$ cat src/rtl/mainfsm_hs_if.sv
// Handshake/control bundle between the decoder/memory/FPU side and the
// multicycle main control FSM. The master modport is the FSM itself; the
// slave modport is the datapath/environment that consumes the strobes.
interface mainfsm_hs_if #(
  parameter int WB_BEATS = 2
);

  localparam int BW = (WB_BEATS > 1) ? $clog2(WB_BEATS) : 1;

  // Decoder and handshake inputs to the FSM
  logic [1:0]    Op;
  logic [5:0]    Funct;
  logic          Long;
  logic          MemReady;
  logic          FpuDone;

  // Datapath strobes and selects driven by the FSM
  logic          IRWrite;
  logic          NextPC;
  logic          RegW;
  logic          MemW;
  logic          Branch;
  logic          ALUOp;
  logic          AdrSrc;
  logic [1:0]    ResultSrc;
  logic [1:0]    ALUSrcA;
  logic [1:0]    ALUSrcB;
  logic          FpuStart;
  logic [BW-1:0] WbIdx;
  logic          Fault;
  logic [3:0]    State;

  modport master (
    input  Op, Funct, Long, MemReady, FpuDone,
    output IRWrite, NextPC, RegW, MemW, Branch, ALUOp, AdrSrc,
    output ResultSrc, ALUSrcA, ALUSrcB, FpuStart, WbIdx, Fault, State
  );

  modport slave (
    output Op, Funct, Long, MemReady, FpuDone,
    input  IRWrite, NextPC, RegW, MemW, Branch, ALUOp, AdrSrc,
    input  ResultSrc, ALUSrcA, ALUSrcB, FpuStart, WbIdx, Fault, State
  );

endinterface

$ cat src/rtl/mainfsm_hs.sv
// Multicycle main control FSM for the ARM-subset datapath with memory
// wait states, a start/done handshake to a variable-latency FPU (with a
// timeout fault) and multi-beat register writeback for long multiply.
module mainfsm_hs #(
  parameter int WB_BEATS    = 2,
  parameter bit FPU_EN      = 1'b1,
  parameter int FPU_TIMEOUT = 16
) (
  input  logic          clk,
  input  logic          reset,
  mainfsm_hs_if.master  bus
);

  localparam int BW = (WB_BEATS > 1) ? $clog2(WB_BEATS) : 1;
  localparam int TW = $clog2(FPU_TIMEOUT + 1);

  localparam logic [BW-1:0] LAST_BEAT = BW'(WB_BEATS - 1);
  localparam logic [TW-1:0] LAST_WAIT = TW'(FPU_TIMEOUT - 1);

  localparam logic [3:0] FETCH    = 4'd0;
  localparam logic [3:0] DECODE   = 4'd1;
  localparam logic [3:0] MEMADR   = 4'd2;
  localparam logic [3:0] MEMRD    = 4'd3;
  localparam logic [3:0] MEMWB    = 4'd4;
  localparam logic [3:0] MEMWR    = 4'd5;
  localparam logic [3:0] EXECUTER = 4'd6;
  localparam logic [3:0] EXECUTEI = 4'd7;
  localparam logic [3:0] ALUWB    = 4'd8;
  localparam logic [3:0] BRANCH   = 4'd9;
  localparam logic [3:0] EXECUTEF = 4'd10;
  localparam logic [3:0] FWAIT    = 4'd11;
  localparam logic [3:0] FWB      = 4'd12;
  localparam logic [3:0] ALUWBX   = 4'd13;
  localparam logic [3:0] FAULT    = 4'd14;

  logic [3:0]    state;
  logic [3:0]    next_state;
  logic [3:0]    dec_state;
  logic [BW-1:0] beat;
  logic [TW-1:0] wait_cnt;
  logic          long_q;
  logic          fault_q;

  logic          ir_write;
  logic          next_pc;
  logic          reg_w;
  logic          mem_w;
  logic          branch;
  logic          alu_op;
  logic          adr_src;
  logic [1:0]    result_src;
  logic [1:0]    alu_src_a;
  logic [1:0]    alu_src_b;
  logic          fpu_start;
  logic [BW-1:0] wb_idx;

  // Only the immediate and load bits of Funct steer this FSM
  logic unused_funct;
  assign unused_funct = ^bus.Funct[4:1];

  // Next-state selection; wait states hold until the handshake completes
  always_comb begin
    next_state = state;
    case (state)
      FETCH:    if (bus.MemReady) next_state = DECODE;
      DECODE: begin
        case (bus.Op)
          2'b00:   next_state = bus.Funct[5] ? EXECUTEI : EXECUTER;
          2'b01:   next_state = MEMADR;
          2'b10:   next_state = BRANCH;
          default: next_state = (FPU_EN != 1'b0) ? EXECUTEF : FAULT;
        endcase
      end
      MEMADR:   next_state = bus.Funct[0] ? MEMRD : MEMWR;
      MEMRD:    if (bus.MemReady) next_state = MEMWB;
      MEMWB:    next_state = FETCH;
      MEMWR:    if (bus.MemReady) next_state = FETCH;
      EXECUTER: next_state = ALUWB;
      EXECUTEI: next_state = ALUWB;
      ALUWB:    next_state = (long_q && (WB_BEATS > 1)) ? ALUWBX : FETCH;
      ALUWBX:   if (beat == LAST_BEAT) next_state = FETCH;
      BRANCH:   next_state = FETCH;
      EXECUTEF: next_state = FWAIT;
      FWAIT: begin
        if (bus.FpuDone)
          next_state = FWB;
        else if (wait_cnt == LAST_WAIT)
          next_state = FAULT;
      end
      FWB:      next_state = FETCH;
      FAULT:    next_state = FAULT;
      default:  next_state = FETCH;
    endcase
  end

  // State register; reset aborts any operation back to FETCH
  always_ff @(posedge clk) begin
    if (reset)
      state <= FETCH;
    else
      state <= next_state;
  end

  // Long request is captured only while executing so later changes are ignored
  always_ff @(posedge clk) begin
    if (reset)
      long_q <= 1'b0;
    else if (state == EXECUTER || state == EXECUTEI)
      long_q <= bus.Long;
  end

  // Writeback beat index: ALUWB is beat 0, ALUWBX walks beats 1..WB_BEATS-1
  always_ff @(posedge clk) begin
    if (reset)
      beat <= '0;
    else if (state == ALUWB)
      beat <= BW'(1);
    else if (state == ALUWBX)
      beat <= beat + BW'(1);
    else
      beat <= '0;
  end

  // FWAIT cycle counter, cleared when the FPU is launched
  always_ff @(posedge clk) begin
    if (reset)
      wait_cnt <= '0;
    else if (state == EXECUTEF)
      wait_cnt <= '0;
    else if (state == FWAIT)
      wait_cnt <= wait_cnt + TW'(1);
  end

  // Sticky fault flag, raised together with entry into FAULT
  always_ff @(posedge clk) begin
    if (reset)
      fault_q <= 1'b0;
    else if (next_state == FAULT)
      fault_q <= 1'b1;
  end

  // Moore output decode; during reset the selects show FETCH and strobes stay low
  always_comb begin
    dec_state  = reset ? FETCH : state;
    ir_write   = 1'b0;
    next_pc    = 1'b0;
    reg_w      = 1'b0;
    mem_w      = 1'b0;
    branch     = 1'b0;
    alu_op     = 1'b0;
    adr_src    = 1'b0;
    result_src = 2'b00;
    alu_src_a  = 2'b00;
    alu_src_b  = 2'b00;
    fpu_start  = 1'b0;
    wb_idx     = '0;
    case (dec_state)
      FETCH: begin
        alu_src_a  = 2'b01;
        alu_src_b  = 2'b10;
        result_src = 2'b10;
        ir_write   = bus.MemReady & ~reset;
        next_pc    = bus.MemReady & ~reset;
      end
      DECODE: begin
        alu_src_a  = 2'b01;
        alu_src_b  = 2'b10;
        result_src = 2'b10;
      end
      MEMADR: alu_src_b = 2'b01;
      MEMRD:  adr_src = 1'b1;
      MEMWB: begin
        reg_w      = 1'b1;
        result_src = 2'b01;
      end
      MEMWR: begin
        adr_src = 1'b1;
        mem_w   = 1'b1;
      end
      EXECUTER: alu_op = 1'b1;
      EXECUTEI: begin
        alu_op    = 1'b1;
        alu_src_b = 2'b01;
      end
      ALUWB: reg_w = 1'b1;
      ALUWBX: begin
        reg_w  = 1'b1;
        wb_idx = beat;
      end
      BRANCH: begin
        branch     = 1'b1;
        result_src = 2'b10;
        alu_src_b  = 2'b01;
      end
      EXECUTEF: fpu_start = 1'b1;
      FWB: begin
        reg_w      = 1'b1;
        result_src = 2'b11;
      end
      default: ;
    endcase
  end

  assign bus.IRWrite   = ir_write;
  assign bus.NextPC    = next_pc;
  assign bus.RegW      = reg_w;
  assign bus.MemW      = mem_w;
  assign bus.Branch    = branch;
  assign bus.ALUOp     = alu_op;
  assign bus.AdrSrc    = adr_src;
  assign bus.ResultSrc = result_src;
  assign bus.ALUSrcA   = alu_src_a;
  assign bus.ALUSrcB   = alu_src_b;
  assign bus.FpuStart  = fpu_start;
  assign bus.WbIdx     = wb_idx;
  assign bus.Fault     = fault_q;
  assign bus.State     = state;

endmodule

$ cat src/flat_wrapper.sv
// flat-port wrapper written by rule: the top's interface ports become plain ports
module mainfsm_hs_flat 
#(
  parameter int WB_BEATS    = 2,
  parameter bit FPU_EN      = 1'b1,
  parameter int FPU_TIMEOUT = 16
)
  (clk, reset, bus_Op, bus_Funct, bus_Long, bus_MemReady, bus_FpuDone, bus_IRWrite, bus_NextPC, bus_RegW, bus_MemW, bus_Branch, bus_ALUOp, bus_AdrSrc, bus_ResultSrc, bus_ALUSrcA, bus_ALUSrcB, bus_FpuStart, bus_WbIdx, bus_Fault, bus_State);
  mainfsm_hs_if #(.WB_BEATS(WB_BEATS)) bus_i ();
  input  logic clk;
  input  logic reset;
  input wire logic [$bits(bus_i.Op)-1:0] bus_Op;
  input wire logic [$bits(bus_i.Funct)-1:0] bus_Funct;
  input wire logic [$bits(bus_i.Long)-1:0] bus_Long;
  input wire logic [$bits(bus_i.MemReady)-1:0] bus_MemReady;
  input wire logic [$bits(bus_i.FpuDone)-1:0] bus_FpuDone;
  output wire logic [$bits(bus_i.IRWrite)-1:0] bus_IRWrite;
  output wire logic [$bits(bus_i.NextPC)-1:0] bus_NextPC;
  output wire logic [$bits(bus_i.RegW)-1:0] bus_RegW;
  output wire logic [$bits(bus_i.MemW)-1:0] bus_MemW;
  output wire logic [$bits(bus_i.Branch)-1:0] bus_Branch;
  output wire logic [$bits(bus_i.ALUOp)-1:0] bus_ALUOp;
  output wire logic [$bits(bus_i.AdrSrc)-1:0] bus_AdrSrc;
  output wire logic [$bits(bus_i.ResultSrc)-1:0] bus_ResultSrc;
  output wire logic [$bits(bus_i.ALUSrcA)-1:0] bus_ALUSrcA;
  output wire logic [$bits(bus_i.ALUSrcB)-1:0] bus_ALUSrcB;
  output wire logic [$bits(bus_i.FpuStart)-1:0] bus_FpuStart;
  output wire logic [$bits(bus_i.WbIdx)-1:0] bus_WbIdx;
  output wire logic [$bits(bus_i.Fault)-1:0] bus_Fault;
  output wire logic [$bits(bus_i.State)-1:0] bus_State;
  assign bus_i.Op = bus_Op;
  assign bus_i.Funct = bus_Funct;
  assign bus_i.Long = bus_Long;
  assign bus_i.MemReady = bus_MemReady;
  assign bus_i.FpuDone = bus_FpuDone;
  assign bus_IRWrite = bus_i.IRWrite;
  assign bus_NextPC = bus_i.NextPC;
  assign bus_RegW = bus_i.RegW;
  assign bus_MemW = bus_i.MemW;
  assign bus_Branch = bus_i.Branch;
  assign bus_ALUOp = bus_i.ALUOp;
  assign bus_AdrSrc = bus_i.AdrSrc;
  assign bus_ResultSrc = bus_i.ResultSrc;
  assign bus_ALUSrcA = bus_i.ALUSrcA;
  assign bus_ALUSrcB = bus_i.ALUSrcB;
  assign bus_FpuStart = bus_i.FpuStart;
  assign bus_WbIdx = bus_i.WbIdx;
  assign bus_Fault = bus_i.Fault;
  assign bus_State = bus_i.State;
  mainfsm_hs #(.WB_BEATS(WB_BEATS), .FPU_EN(FPU_EN), .FPU_TIMEOUT(FPU_TIMEOUT)) u_core (.clk(clk), .reset(reset), .bus(bus_i));
endmodule
$ cat config.mk
export PLATFORM = sky130hd
export DESIGN_NAME = mainfsm_hs_flat
export DESIGN_NICKNAME = d
export VERILOG_FILES = /design/src/rtl/mainfsm_hs_if.sv /design/src/rtl/mainfsm_hs.sv /design/src/flat_wrapper.sv
export SDC_FILE = /design/constraint.sdc
export NUM_CORES = 1
export LEC_CHECK = 0
export CAP_MARGIN = 30
export CORE_MARGIN = 5
export CORE_UTILIZATION = 41
export DETAILED_ROUTE_END_ITERATION = 6
export PLACE_DENSITY = 0.76
export SLEW_MARGIN = 20
export SYNTH_ARGS = -nofsm -noshare
export SYNTH_HDL_FRONTEND = slang
export SYNTH_SLANG_ARGS = --single-unit
$ cat constraint.sdc
create_clock -name clk -period 1.62 [get_ports clk]
set_input_delay 0.405 -clock clk [delete_from_list [all_inputs] [get_ports clk]]
set_output_delay 0.405 -clock clk [all_outputs]
set_load 0.01 [all_outputs]
==> flow_metrics.env, run 1 <==
export IMPL_synth_area_leader_cell="dfxtp_1"
export IMPL_fmax_ghz=0.570
export IMPL_worstHoldPathType="reg2reg"
export IMPL_diodes=0
export IMPL_place_area_um2=1500
export IMPL_overflow=0
export IMPL_cts_buffers_inserted=3
export IMPL_arrival_ns=1.35
export IMPL_fin_worst_skew_ns=0.00184
export IMPL_dpl_worst_slack_ns=-0.707
export IMPL_drcViolationCount=0
export IMPL_boundaryPins=33
export IMPL_hold_violations=0
export IMPL_yosys_register_bits=12
export IMPL_portBuffers=27
export IMPL_dieHeight_um=59.4
export IMPL_fin_ws_ns=-0.134
export IMPL_area_growth_pct=93.1
export IMPL_rsz0062_at_grt="true"
export IMPL_power_density_nw_per_um2=687
export IMPL_synthTopCellsByArea="dfxtp_1, nor2_1, buf_4"
export IMPL_track_usage=0.237
export IMPL_met1_usage=0.260
export IMPL_path_cells="nand3b_1, a21bo_2, a21oi_2, nor2_1, buf_2"
export IMPL_grt_max_degree=9
export IMPL_setup_violations=15
export IMPL_grt_pass1_wl_um=6290
export IMPL_synth_area_per_cell_um2=7.69
export IMPL_timing_final_crit_period_ns=1.75
export IMPL_die_w_um=59.4
export IMPL_grt_util_met2=0.423
export IMPL_crit_path_max_incr_delay_ns=0.40
export IMPL_final_nets=217
export IMPL_synthArstFlopShare=0
export IMPL_ys_warn_count=0
export IMPL_grt_pass1_vias=1342
export IMPL_antenna_left=0
export IMPL_syn_nets=145
export IMPL_slowest_stage="dfxtp_4"
export IMPL_power_leakage_nw=0.875
export IMPL_violations="setup timing"
export IMPL_dr_total_vias=1363
export IMPL_ys_seq_area_frac=0.240
export IMPL_end_kind="output port"
export IMPL_final_common_cell="buf_4"
export IMPL_worstSkewPairLatency_ns=0.28
export IMPL_cts_root_buf="clkbuf_4"
export IMPL_cts_tree="done"
export IMPL_cts_sinks=12
export IMPL_die_area_um2=3530
export IMPL_htreeDepth=1
export IMPL_ys_types=45
export IMPL_drt_iter0_drc=73
export IMPL_syn_inst=130
export IMPL_utilization=0.848
export IMPL_cts_max_path_buffers=2
export IMPL_via_per_inst=5.98
export IMPL_first_pass_iters=4
export IMPL_synth_top_cell_area_share=0.240
export IMPL_clk_pin_slew_worst_paths_ns=0.07
export IMPL_worstSetupPathType="reg2out"
export IMPL_postCtsHoldBufs=0
export IMPL_max_cap_viol_count=0
export IMPL_wire_per_inst_um=20.0
export IMPL_fillers=114
export IMPL_postLayoutCellArea_um2=1930
export IMPL_synth_ff_type="dfxtp_1"
export IMPL_synth_edff_count=0
export IMPL_drive_gt1_frac=0.580
export IMPL_netlist_area_um2=1000
export IMPL_core_area_um2=2280
export IMPL_cp_required_ns=1.21
export IMPL_start_kind="flop"
export IMPL_use_met3=0.0436
export IMPL_gp_congestion=0.838
export IMPL_ir_worst_vdd_mv=0.687
export IMPL_fp_row_count=17
export IMPL_mostFrequentLayoutCells="buf_4, buf_2, nor2_1, clkdlybuf4s50_1"
export IMPL_cp_max_fo=7
export IMPL_initial_core_util=0.439
export IMPL_drt_total_wl_um=4570
export IMPL_grt_busiest_layer="met2"
export IMPL_antenna_found_initial=0
export IMPL_place_hpwl_um=2380
export IMPL_holdWs_ns=0.567
export IMPL_status="complete, but fails checks"
export IMPL_fin_crit_sh=1.08
export IMPL_slew_violations=0
[repair_timing]
action,in CTS,in global routing
gates resized for setup,105,37
setup buffers,11,6
pin swaps,13,18
cloned,2,0
setup endpoints to repair,21,20
[final timing paths]
path / from / cells past startpoint / endpoint / slack [ns]
hold reg to reg: u_core.bus.Fault$_SDFFE_PP0N_ / 2 / u_core.bus.Fault$_SDFFE_PP0N_ / 0.57
setup / recovery: u_core.bus.State[1]$_SDFF_PP0_ / 5 / bus_ALUSrcB[0] / -0.13
setup reg to reg: u_core.bus.State[2]$_SDFF_PP0_ / 6 / u_core.bus.Fault$_SDFFE_PP0N_ / -0.11
hold / removal: u_core.bus.Fault$_SDFFE_PP0N_ / 2 / u_core.bus.Fault$_SDFFE_PP0N_ / 0.57
[cell usage after synthesis, drive strengths merged (4+ instances only)]
master / instances
a21oi: 6
buf: 11
dfxtp: 12
inv: 4
nand2: 5
nand2b: 5
nor2: 16
nor2b: 5
nor3: 7
nor3b: 4
o21ai: 4
o21bai: 4
[routing by layer]
metal / wire length (um) / share of wire
met5: 0 / 0
met4: 97 / 0.021
met2: 2340 / 0.51
met3: 271 / 0.059
met1: 1860 / 0.41
[registers in the layout, indices dropped and copies added (netlist names)]
signal	cells
u_core.beat	1
u_core.bus.Fault	1
u_core.bus.State	4
u_core.long_q	1
u_core.wait_cnt	5
[cell type report]
cell class              instances  area [um2]  area share
multi-input cells             100         936       0.485
repair buffers                 81         664       0.344
flip-flops and latches         12         258       0.134
well taps                      28        35.0      0.0181
clock buffers                   3        22.5      0.0117
inverters                       4        15.0     0.00778
[through the flow]
step / power (mW) / std cells / setup TNS (ns)
final: 1.33 / 228 / -1.09
after global routing: 1.38 / 228 / -1.84
after CTS: 1.18 / 223 / -0.940
after detailed placement: 0.849 / 207 / -9.74
after global placement: 0.833 / 207 / -9.10
after floorplan: 0.613 / 130 / -0.00896
[where the power goes]
group | switching [mW] | internal (mW) | leakage, nW
Combinational | 0.383 | 0.401 | 0.760
Clock | 0.105 | 0.0864 | 0.0138
Sequential | 0.0381 | 0.313 | 0.101
Total | 0.526 | 0.800 | 0.875
[worst max-delay path, delay by kind of cell, from the launching register on]
family / cells / cell delay [ns]
AND/OR/NAND/NOR: 2 / 0.17
buffers and inverters: 1 / 0.13
AO/OA/AOI/OAI: 2 / 0.36
flip-flops: 1 / 0.40
[cell families (layout without fill, tap and decap cells)]
| group | count (synthesis) | in the layout | synth area share |
|---|---|---|---|
| compound gates | 26 | 26 | 0.189 |
| xor+xnor | 5 | 5 | 0.0438 |
| fa+ha+maj | 2 | 2 | 0.0250 |
| buf+inv | 18 | 88 | 0.106 |
| flops | 12 | 12 | 0.240 |
| mux | 1 | 1 | 0.0100 |
| other cells | 1 | 1 | 0.00375 |
| simple gates | 65 | 65 | 0.382 |
No activity file was read; power rests on OpenSTA's default activity.
==> run 2: changes to the inputs <==
--- a/config.mk
+++ b/config.mk
@@ -8,6 +8,7 @@
 export CAP_MARGIN = 30
 export CORE_MARGIN = 5
 export CORE_UTILIZATION = 41
+export CTS_CLUSTER_DIAMETER = 120
 export DETAILED_ROUTE_END_ITERATION = 6
 export PLACE_DENSITY = 0.76
 export SLEW_MARGIN = 20
==> results of run 2 <==
Final layout, timing and power as in run 1 (identical DEF).
==> run 3: changes to the inputs <==
--- a/config.mk
+++ b/config.mk
@@ -6,11 +6,13 @@
 export NUM_CORES = 1
 export LEC_CHECK = 0
 export CAP_MARGIN = 30
+export CELL_PAD_IN_SITES_DETAIL_PLACEMENT = 1
+export CELL_PAD_IN_SITES_GLOBAL_PLACEMENT = 1
 export CORE_MARGIN = 5
-export CORE_UTILIZATION = 41
+export CORE_UTILIZATION = 29
 export CTS_CLUSTER_DIAMETER = 120
 export DETAILED_ROUTE_END_ITERATION = 6
-export PLACE_DENSITY = 0.76
+export PLACE_DENSITY_LB_ADDON = 0.1
 export SLEW_MARGIN = 20
 export SYNTH_ARGS = -nofsm -noshare
 export SYNTH_HDL_FRONTEND = slang
==> constraint.sdc (replaced) <==
create_clock -name clk -period 1.62 [get_ports clk]
set_input_delay 0.162 -clock clk [delete_from_list [all_inputs] [get_ports clk]]
set_output_delay 0.162 -clock clk [all_outputs]
set_load 0.01 [all_outputs]
==> run 3 against run 2 <==
Net effect:
- the run still ends with setup timing left
- sequential share of layout area is 1.4 points higher
- largest power group unchanged
- cell count is 3.1% higher
- sequential power hardly changed
- sequential cell count stayed put
==> flow_metrics.env, run 3 (synthesis results as in run 1) <==
export IMPL_status="complete, but fails checks"
export IMPL_violations="setup timing"
export IMPL_cp_max_fo=7
export IMPL_holdWs_ns=0.485
export IMPL_area_growth_pct=72.7
export IMPL_timing_final_crit_period_ns=1.66
export IMPL_p_sw_mw=0.423
export IMPL_ff2ff_setup_slack_ns=-0.04
export IMPL_grt_pass1_wl_um=5780
export IMPL_dpl_worst_slack_ns=-0.256
export IMPL_power_density_nw_per_um2=661
export IMPL_max_cap_viol_count=0
export IMPL_portBuffers=27
export IMPL_initial_core_util=0.300
export IMPL_hold_end="u_core.bus.Fault$_SDFFE_PP0N_"
export IMPL_drive_gt1_frac=0.503
export IMPL_end_kind="flop"
export IMPL_final_nets=206
export IMPL_core_area_um2=3340
export IMPL_fmax_ghz=0.604
export IMPL_antenna_found_initial=0
export IMPL_cts_tree="done"
export IMPL_r2r_start="u_core.bus.State[2]$_SDFF_PP0_"
export IMPL_regMostFlops="u_core.wait_cnt"
export IMPL_worstHoldPathType="reg2reg"
export IMPL_via_per_inst=5.13
export IMPL_fp_row_count=21
export IMPL_cts_root_buf="clkbuf_4"
export IMPL_largest_register_ffs=5
export IMPL_ir_worst_vdd_mv=0.430
export IMPL_clkPwrFrac=0.167
export IMPL_fin_ws_ns=-0.0363
export IMPL_arrival_ns=1.83
export IMPL_drt_iter0_drc=19
export IMPL_worstHoldPathCells=2
export IMPL_total_power_mw=1.14
export IMPL_die_area_um2=4720
export IMPL_cts_sinks=12
export IMPL_diodes=0
export IMPL_start_kind="flop"
export IMPL_worstSkewPairLatency_ns=0.28
export IMPL_min_delay_start="u_core.bus.Fault$_SDFFE_PP0N_"
export IMPL_hold_violations=0
export IMPL_dr_total_vias=1205
export IMPL_mostFrequentLayoutCells="buf_4, nor2_1, clkdlybuf4s50_1, clkbuf_2, dfxtp_1"
export IMPL_htreeDepth=1
export IMPL_tns_ns=-0.0480
export IMPL_cts_buffers_inserted=3
export IMPL_final_common_cell="buf_4"
export IMPL_reg2reg_depth=6
export IMPL_clk_pin_slew_worst_paths_ns=0.08
export IMPL_place_hpwl_um=2650
export IMPL_cts_max_path_buffers=2
export IMPL_r2r_end="u_core.bus.Fault$_SDFFE_PP0N_"
export IMPL_rsz0062_at_grt="true"
export IMPL_cp_required_ns=1.79
export IMPL_grt_max_degree=15
export IMPL_gp_congestion=0.756
export IMPL_slew_violations=0
export IMPL_die_w_um=68.7
export IMPL_dieHeight_um=68.7
export IMPL_wire_per_inst_um=16.0
export IMPL_p_seq_frac=0.305
export IMPL_power_leakage_nw=0.743
export IMPL_fin_worst_skew_ns=0.00449
export IMPL_p_int_mw=0.719
export IMPL_first_pass_iters=4
export IMPL_antenna_left=0
export IMPL_drt_total_wl_um=3760
export IMPL_power_frac_comb=0.528
export IMPL_grt_pass1_vias=1224
export IMPL_track_usage=0.163
export IMPL_p_sw_frac=0.370
export IMPL_overflow=0
export IMPL_utilization=0.517
export IMPL_fin_crit_sh=1.02
export IMPL_boundaryPins=33
export IMPL_setup_violations=3
export IMPL_drcViolationCount=0
export IMPL_worstSetupPathType="reg2reg"
export IMPL_postCtsHoldBufs=0
[run 3: worst max-delay path by stage]
stage / from / depth (start not counted) / to / slack [ns]
after CTS: u_core.bus.State[2]$_SDFF_PP0_ / 6 / bus_ALUSrcB[0] / -0.04
after global placement: reset / 4 / bus_ALUOp / -0.19
after floorplan: u_core.bus.State[3]$_SDFF_PP0_ / 6 / u_core.bus.Fault$_SDFFE_PP0N_ / 0.003
after global routing: u_core.bus.State[2]$_SDFF_PP0_ / 6 / u_core.bus.Fault$_SDFFE_PP0N_ / -0.11
final: u_core.bus.State[2]$_SDFF_PP0_ / 6 / u_core.bus.Fault$_SDFFE_PP0N_ / -0.04
after detailed placement: reset / 4 / bus_ALUOp / -0.26
[run 3: layout make-up]
cell class	count	area (um2)
fillers	405	1610
clock buffers	3	22.5
well taps	46	57.6
inverters	4	15.0
repair buffers	70	559
flip-flops and latches	12	255
multi-input cells	100	817
[run 3: power groups by stage]
stage	Combinational, mW	Clock (mW)	Sequential (mW)
6_report	0.603	0.190	0.348
4_1_cts	0.519	0.193	0.353
3_5_place_dp	0.498	0	0.353
5_1_grt	0.654	0.204	0.351
2_1_floorplan	0.259	0	0.337
3_3_place_gp	0.491	0	0.352
[run 3: critical path: stages (launching register included)]
cell and delay, ns:
dfxtp_4 0.37, buf_4 0.16, and3b_1 0.19, o31a_1 0.33, nor4_2 0.28, buf_4 0.16
o41ai_2 0.06
[run 3: per-layer routing]
metal  share of wire  track usage  routed length (um)  vias to the layer above
met5               0            0                   0                        -
met4           0.014       0.0608                  54                        0
met3           0.054       0.0162                 204                        6
met2            0.49        0.265                1830                       35
met1            0.44        0.222                1670                      585
li1                -            -                   -                      579
[run 3: timing repair]
action / in CTS / in global routing
cloned: 0 / 0
setup endpoints to repair: 20 / 15
buffers inserted: 2 / 6
gates resized for setup: 52 / 38
endpoints found under the hold margin: 0 / 0
pin swaps: 4 / 9
[run 3: through the flow]
stage / instances / cell area [um2]
3_5_place_dp: 224 / 1500
2_1_floorplan: 130 / 1000
5_1_grt: 235 / 1730
4_1_cts: 229 / 1630
6_report: 235 / 1730
3_3_place_gp: 224 / 1500
